<file path="config.mk">
export PLATFORM = sky130hd
export DESIGN_NAME = pc_sequencer
export DESIGN_NICKNAME = d
export VERILOG_FILES = /design/src/rtl/pc_seq_pkg.sv /design/src/rtl/pc_sequencer_sat_counter.sv /design/src/rtl/pc_sequencer.sv
export SDC_FILE = /design/constraint.sdc
export NUM_CORES = 1
export LEC_CHECK = 0
export BUFFER_PORTS_ARGS = -buffer_cell sky130_fd_sc_hd__buf_2
export CORE_ASPECT_RATIO = 1.75
export CORE_UTILIZATION = 25
export CTS_CLUSTER_SIZE = 16
export DETAILED_ROUTE_END_ITERATION = 8
export GPL_ROUTABILITY_DRIVEN = 0
export HOLD_SLACK_MARGIN = 0.02
export SYNTH_ARGS = -nofsm -noshare
export SYNTH_HDL_FRONTEND = slang
export SYNTH_SLANG_ARGS = --single-unit
</file>
<file path="constraint.sdc">
create_clock -name Clock -period 3 [get_ports Clock]
set_input_delay 0.45 -clock Clock [delete_from_list [all_inputs] [get_ports Clock]]
set_output_delay 0.45 -clock Clock [all_outputs]
set_load 0.05 [all_outputs]
</file>
<file path="src/rtl/pc_seq_pkg.sv">
// Shared types and helpers for the fetch-side PC sequencer.
// State encoding, next-PC source select and the target legality check.
package pc_seq_pkg;

   typedef enum logic [1:0] {
      BOOT = 2'd0,
      RUN  = 2'd1,
      HALT = 2'd2
   } state_t;

   typedef enum logic [2:0] {
      SRC_SEQ   = 3'd0,
      SRC_JUMP  = 3'd1,
      SRC_EXRED = 3'd2,
      SRC_HOLD  = 3'd3,
      SRC_FAULT = 3'd4
   } src_t;

   localparam logic [31:0] PC_STEP = 32'd4;

   // A fetch target must be word aligned and must not exceed the top of program memory.
   function automatic logic target_illegal(input logic [31:0] target,
                                           input logic [31:0] max_addr);
      return (target > max_addr) || (target[1:0] != 2'b00);
   endfunction

endpackage

</file>
<file path="src/rtl/pc_sequencer_sat_counter.sv">
// Saturating up-counter with synchronous clear; clear wins over inc.
module sat_counter #(
   parameter int WIDTH = 16
) (
   input  logic             Clock,
   input  logic             clear,
   input  logic             inc,
   output logic [WIDTH-1:0] count
);

   always_ff @(posedge Clock) begin
      if (clear)
         count <= '0;
      else if (inc && (count != {WIDTH{1'b1}}))
         count <= count + 1'b1;
   end

endmodule

</file>
<file path="src/rtl/pc_sequencer.sv">
// Next-PC controller for the pipelined MIPS fetch stage: boot hold, run/halt FSM,
// priority redirect mux with bounds/alignment fault, and stall/redirect counters.
module pc_sequencer
   import pc_seq_pkg::*;
#(
   parameter logic [31:0] RESET_VECTOR = 32'h0000_0000,
   parameter logic [31:0] MAX_ADDR     = 32'd2048,
   parameter int          BOOT_CYCLES  = 1,
   parameter int          CNT_W        = 16
) (
   input  logic             Clock,
   input  logic             Reset,
   input  logic [31:0]      PC,
   input  logic             StallIF,
   input  logic             ExRedirect,
   input  logic [31:0]      ExTarget,
   input  logic             IdJump,
   input  logic [31:0]      IdTarget,
   input  logic             HaltReq,
   input  logic             Resume,
   output logic [31:0]      NewPC,
   output logic             WriteEnable,
   output logic             FlushIFID,
   output logic             FlushIDEX,
   output logic             Fault,
   output logic             Halted,
   output logic [CNT_W-1:0] StallCount,
   output logic [CNT_W-1:0] RedirectCount
);

   localparam logic [3:0] BOOT_INIT = 4'(BOOT_CYCLES - 1);

   state_t      state;
   logic [3:0]  boot_cnt;
   src_t        src;
   logic [31:0] target;
   logic [32:0] seq_sum;
   logic        running;
   logic        stall_inc;
   logic        redirect_inc;

   assign running = (state == RUN) && !Reset;
   // The carry bit catches PC+4 wrapping through zero, which must also fault.
   assign seq_sum = {1'b0, PC} + {1'b0, PC_STEP};

   // NOTE: sequential state uses non-blocking assignments so every flop samples
   // pre-edge values, independent of statement order.
   always_ff @(posedge Clock) begin
      if (Reset) begin
         state    <= BOOT;
         boot_cnt <= BOOT_INIT;
         Halted   <= 1'b0;
      end else begin
         case (state)
            BOOT: begin
               if (boot_cnt == 4'd0)
                  state <= RUN;
               else
                  boot_cnt <= boot_cnt - 4'd1;
            end
            RUN: begin
               if (HaltReq) begin
                  state  <= HALT;
                  Halted <= 1'b1;
               end
            end
            HALT: begin
               if (Resume) begin
                  state  <= RUN;
                  Halted <= 1'b0;
               end
            end
            default: begin
               state    <= BOOT;
               boot_cnt <= BOOT_INIT;
               Halted   <= 1'b0;
            end
         endcase
      end
   end

   // NOTE: every output of this block gets a default first so no path leaves a
   // value unassigned and infers a latch.
   always_comb begin
      src         = SRC_HOLD;
      target      = PC;
      WriteEnable = 1'b0;
      FlushIFID   = 1'b0;
      FlushIDEX   = 1'b0;
      if (running) begin
         if (ExRedirect) begin
            src         = SRC_EXRED;
            target      = ExTarget;
            WriteEnable = 1'b1;
            FlushIFID   = 1'b1;
            FlushIDEX   = 1'b1;
         end else if (StallIF) begin
            src = SRC_HOLD;
         end else if (IdJump) begin
            src         = SRC_JUMP;
            target      = IdTarget;
            WriteEnable = 1'b1;
            FlushIFID   = 1'b1;
         end else begin
            src         = SRC_SEQ;
            target      = seq_sum[31:0];
            WriteEnable = 1'b1;
         end
         if ((src != SRC_HOLD) &&
             (target_illegal(target, MAX_ADDR) || ((src == SRC_SEQ) && seq_sum[32])))
            src = SRC_FAULT;
      end
   end

   always_comb begin
      case (src)
         SRC_SEQ:   NewPC = seq_sum[31:0];
         SRC_JUMP:  NewPC = IdTarget;
         SRC_EXRED: NewPC = ExTarget;
         SRC_FAULT: NewPC = RESET_VECTOR;
         SRC_HOLD:  NewPC = (!Reset && ((state == RUN) || (state == HALT))) ? PC : RESET_VECTOR;
         default:   NewPC = RESET_VECTOR;
      endcase
   end

   assign Fault = (src == SRC_FAULT);

   // A redirect wins over a stall, so that cycle is counted as a redirect only.
   assign stall_inc    = running && StallIF && !ExRedirect;
   assign redirect_inc = running && (ExRedirect || (!StallIF && IdJump));

   sat_counter #(.WIDTH(CNT_W)) u_stall_cnt (
      .Clock (Clock),
      .clear (Reset),
      .inc   (stall_inc),
      .count (StallCount)
   );

   sat_counter #(.WIDTH(CNT_W)) u_redirect_cnt (
      .Clock (Clock),
      .clear (Reset),
      .inc   (redirect_inc),
      .count (RedirectCount)
   );

endmodule

</file>
==> out/qor_table.md <==
| Step | Item | This run |
|:---|:---|:---|
| run status | Status | finished, violations left |
| run status | Violated checks | setup timing |
| cts | Hold buffer count at CTS | 0 |
| global route | Global-route wire length before repair | 23.4 mm |
| power | Worst vdd rail ir drop | 0.000398 V |
| power | Total power of the final layout | 2.61 mW |
| synthesis | Sequential element share of the synthesized area | 21.2% |
| cts | Count of H-tree levels built during CTS | 2 |
| finish | Sequential cell area | 781 sq um |
| synthesis | Most instantiated library cell after synthesis | nor2_1 |
| finish | Antenna diodes | 0 |
| drt | Detailed Route WL | 15.1 mm |
| drt | First-pass DRT Iterations | 4 |
| drt | Total DRC errors in the routed layout | 0 |
| cts | Sinks on the clock net | 39 |
| worst setup path | Worst path arrival time | 2.83 ns |
| synthesis | Most frequent cells after synthesis | 70 x nor2_1, 39 x dfxtp_1, 34 x nor4_1, 31 x nand4_1, 29 x and2_1 |
| cts | Clock edge transition at the registers on the reported setup and hold paths | 0.06 ns |
| power | Leakage power of the design | 2.55 nW |
| flow run | Max-cap violations | 0 |
| floorplan | Core outline area | 14,400 sq um |
| synthesis | Multiplexer fraction of the synthesized cell area | 3.33% |
| timing | Relative max-transition margin | 55.8% |
| timing | Count of endpoints failing hold in the final timing report | 0 |
| timing | Worst clock skew | 0.00260 ns |
| worst setup path | Element type at the critical path start | input port |
| drt | Vias/cell | 5.19 |
| timing | Unrepaired setup endpoints after global routing | true |
| worst setup path | Critical-path top delay cell | or4_4 |
| synthesis | Cell type with the largest total area after synthesis | dfxtp_1 |
| power | Cell area power density | 437 nW/um^2 |
| min path | Hold WC Path Type | reg2reg |
| timing | Max Clk Rate | 305 MHz |
| synthesis | Net count after synthesis | 623 |
| worst setup path | Worst Setup End Kind | output port |
| synthesis | Most frequently used flop master after synthesis | dfxtp_1 |
| cts | CTS Root Cell | clkbuf_16 |
| drt | Number of vias after detailed routing | 4,833 |
| global route | Grt ovf | 0 |
| floorplan | Starting density of the core | 25.6% |
| timing | Final Worst Setup Slack | -0.279 ns |
| worst setup path | Buffers plus inverters on the worst setup path | 3 |
| cts | Maximum clock path buffer count | 2 |
| worst setup path | Biggest fanout along the worst timing path | 5 |
| synthesis | Number of enable-type register cells in the synthesized netlist | 0 |
| worst setup path | Max incr delay on CP | 0.44 ns |
| placement | Number of buffers added on ports | 171 |
| finish | Layout fillers | 1,513 |
| placement | HPWL Detailed | 12.3 mm |
| floorplan | Number of top-level pins | 172 |
| synthesis | Adder and majority cell fraction of the synthesized area | 3.06% |
| finish | Footprint of the multi-input gates | 3030 sq um |
| drt | Routed WL per cell | 16.3 microns |
| finish | Synthesis-to-finish area growth | 62.2% |
| synthesis | Synth cell types | 59 |
| timing | Transition at the pin with the smallest max-transition slack | 0.663 ns |
| timing | Hold WS | 0.491 ns |
| worst setup path | Most frequent cell on the critical path | buf_8 |
| synthesis | Share of synthesized flip-flops with an asynchronous set or reset | 0% |
| timing | Shortest clock period the worst path allows after layout | 3.28 ns |
| placement | Post-DP Area | 5450 sq um |
| synthesis | Post-synthesis simple-gate area fraction | 41.6% |
| finish | Cell area after layout | 5970 sq um |
| cts | Clock Latency Late Sink | 0.28 ns |
| global route | Aggregate global-route resource usage | 19.6% |
| worst setup path | Type of the worst setup path | in2out |
| finish | Fraction of layout cells with a size suffix above 1 | 42.2% |
| floorplan | Height of the chip | 163 microns |
| timing | Final Slew Violations | 0 |
| synthesis | Area fraction of the dominant cell type after synthesis | 21.2% |
| worst setup path | CP delay by family, top | compound AO/OA/AOI/OAI gates |
| cts | Total clock buffers created by CTS | 5 |
| finish | Nets | 862 |
| synthesis | Mapped Area | 3680 sq um |
| worst setup path | Cell breakdown of the critical path | buf_8 > ha_4 > nand4_4 > or4_4 > o311a_1 > or3_1 > a211oi_2 > o2111ai_4 > clkbuf_16 > o21ai_4 > buf_8 |
| global route | Initial antenna violation count | 0 |
| synthesis | Largest family of logic cells by synthesized area | simple AND/OR/NAND/NOR gates |
| synthesis | Top cells by area in the synthesized netlist | dfxtp_1 21%, nor2_1 7.1%, nor4_1 5.8%, xor2_1 5.7%, nand4_1 5.3% |
| synthesis | Mean instance size in the synthesized netlist | 7.20 sq um |
| floorplan | Die area | 15,200 sq um |
| synthesis | Share of the synthesized netlist area taken by xor and xnor gates | 8.80% |
| synthesis | Number of synthesized register bits | 39 |
| drt | Starting DRC count in detailed routing | 205 |
| synthesis | Compound-cell area share of the yosys netlist | 16.7% |
| cts | Clock tree from TritonCTS | built |
| global route | Via count of the first global-routing pass | 4,703 |
| timing | Fin crit share | 109% |
| drt | Antenna-violating nets left | 0 |
| global route | Maximum number of pins on one net before global-route repair | 33 |
| floorplan | Die Width | 93.7 microns |
| timing | Final setup violation count | 11 |
| worst setup path | Data required time of the worst path | 2.55 ns |
| synthesis | Post-synthesis instance total | 511 |
| worst setup path | Register-to-register setup slack | 0.62 ns |
| floorplan | Floorplan row count | 58 |
| synthesis | Count of synthesis-stage warnings from yosys | 0 |
## cell families after synthesis
| kind of cell | Yosys count |
|---|---|
| mux | 12 |
| xor+xnor | 37 |
| fa+ha+maj | 9 |
| compound gates | 86 |
| flops | 39 |
| simple gates | 282 |
| buf+inv | 46 |
## report_power, final
part | switching (mW) | internal, mW
clock network | 0.208 | 0.307
registers | 0.0349 | 0.562
logic | 0.948 | 0.551
total | 1.19 | 1.42
## tightest hold or removal path: cells and delay by family (launching register included)
kind | cells | cell delay [ns]
AND/OR/NAND/NOR | 2 | 0.14
flip-flops | 1 | 0.31
## metrics by stage
step           std cells  worst slack [ns]  util (%)  TNS, ns
2_1_floorplan        511            -0.293         -    -3.03
3_3_place_gp         921            -0.480      37.9    -5.08
3_5_place_dp         921            -0.516      37.9    -5.28
4_1_cts              930            -0.307      40.5    -2.99
5_1_grt              931            -0.324      41.6    -3.31
6_report             931            -0.279      41.6    -2.77
## cell type report
class	count	share of cell area, %
Clock buffer	7	2.22
Clock inverter	1	0.0838
Inverter	16	1.01
Multi-Input combinational cell	426	50.8
Sequential cell	39	13.1
Tap cell	180	3.77
Timing Repair Buffer	262	29.1
## registers in the layout, summed over array words and instances, names as in the netlist
signal	flops
boot_cnt	4
Halted	1
u_stall_cnt.count	16
state	2
u_redirect_cnt.count	16
## cell usage in the layout, fill, tap and decap left out, types with 7 or more instances in the layout
cell,count
buf_6,16
ha_1,8
xnor2_1,13
o21ai_0,9
xor2_1,24
nand4_1,31
nor3_1,22
mux2i_1,10
nand3_1,19
nor4_1,24
o21ai_4,10
inv_1,15
clkbuf_16,7
a21oi_1,18
or3_1,8
dfxtp_1,39
a22oi_1,10
and2_1,27
nor2_1,70
buf_4,84
nand2_1,26
buf_2,154
## worst paths after layout
path,start,end,cells after the start
worst max-delay path,PC[3],NewPC[11],11
worst min-delay path,Halted,Halted,2
worst max register to register,state[1],u_redirect_cnt.count[15],10
worst min register to register,Halted,Halted,2
## layer usage
metal | global-route usage, % | share of wire (%) | routed length [microns]
met1 | 19.4 | 35 | 5260
met2 | 39.2 | 56 | 8490
met3 | 2.33 | 5.2 | 793
met4 | 8.60 | 3.8 | 582
met5 | 0 | 0 | 0
## timing repair
item | 4_1_cts | 5_1_grt
setup buffers | 0 | 0
cloned | 1 | 1
gates resized for setup | 48 | 21
endpoints found under the setup margin | 11 | 11
pin swaps | 11 | 15
Note: power is estimated with default switching activity, not from simulation.
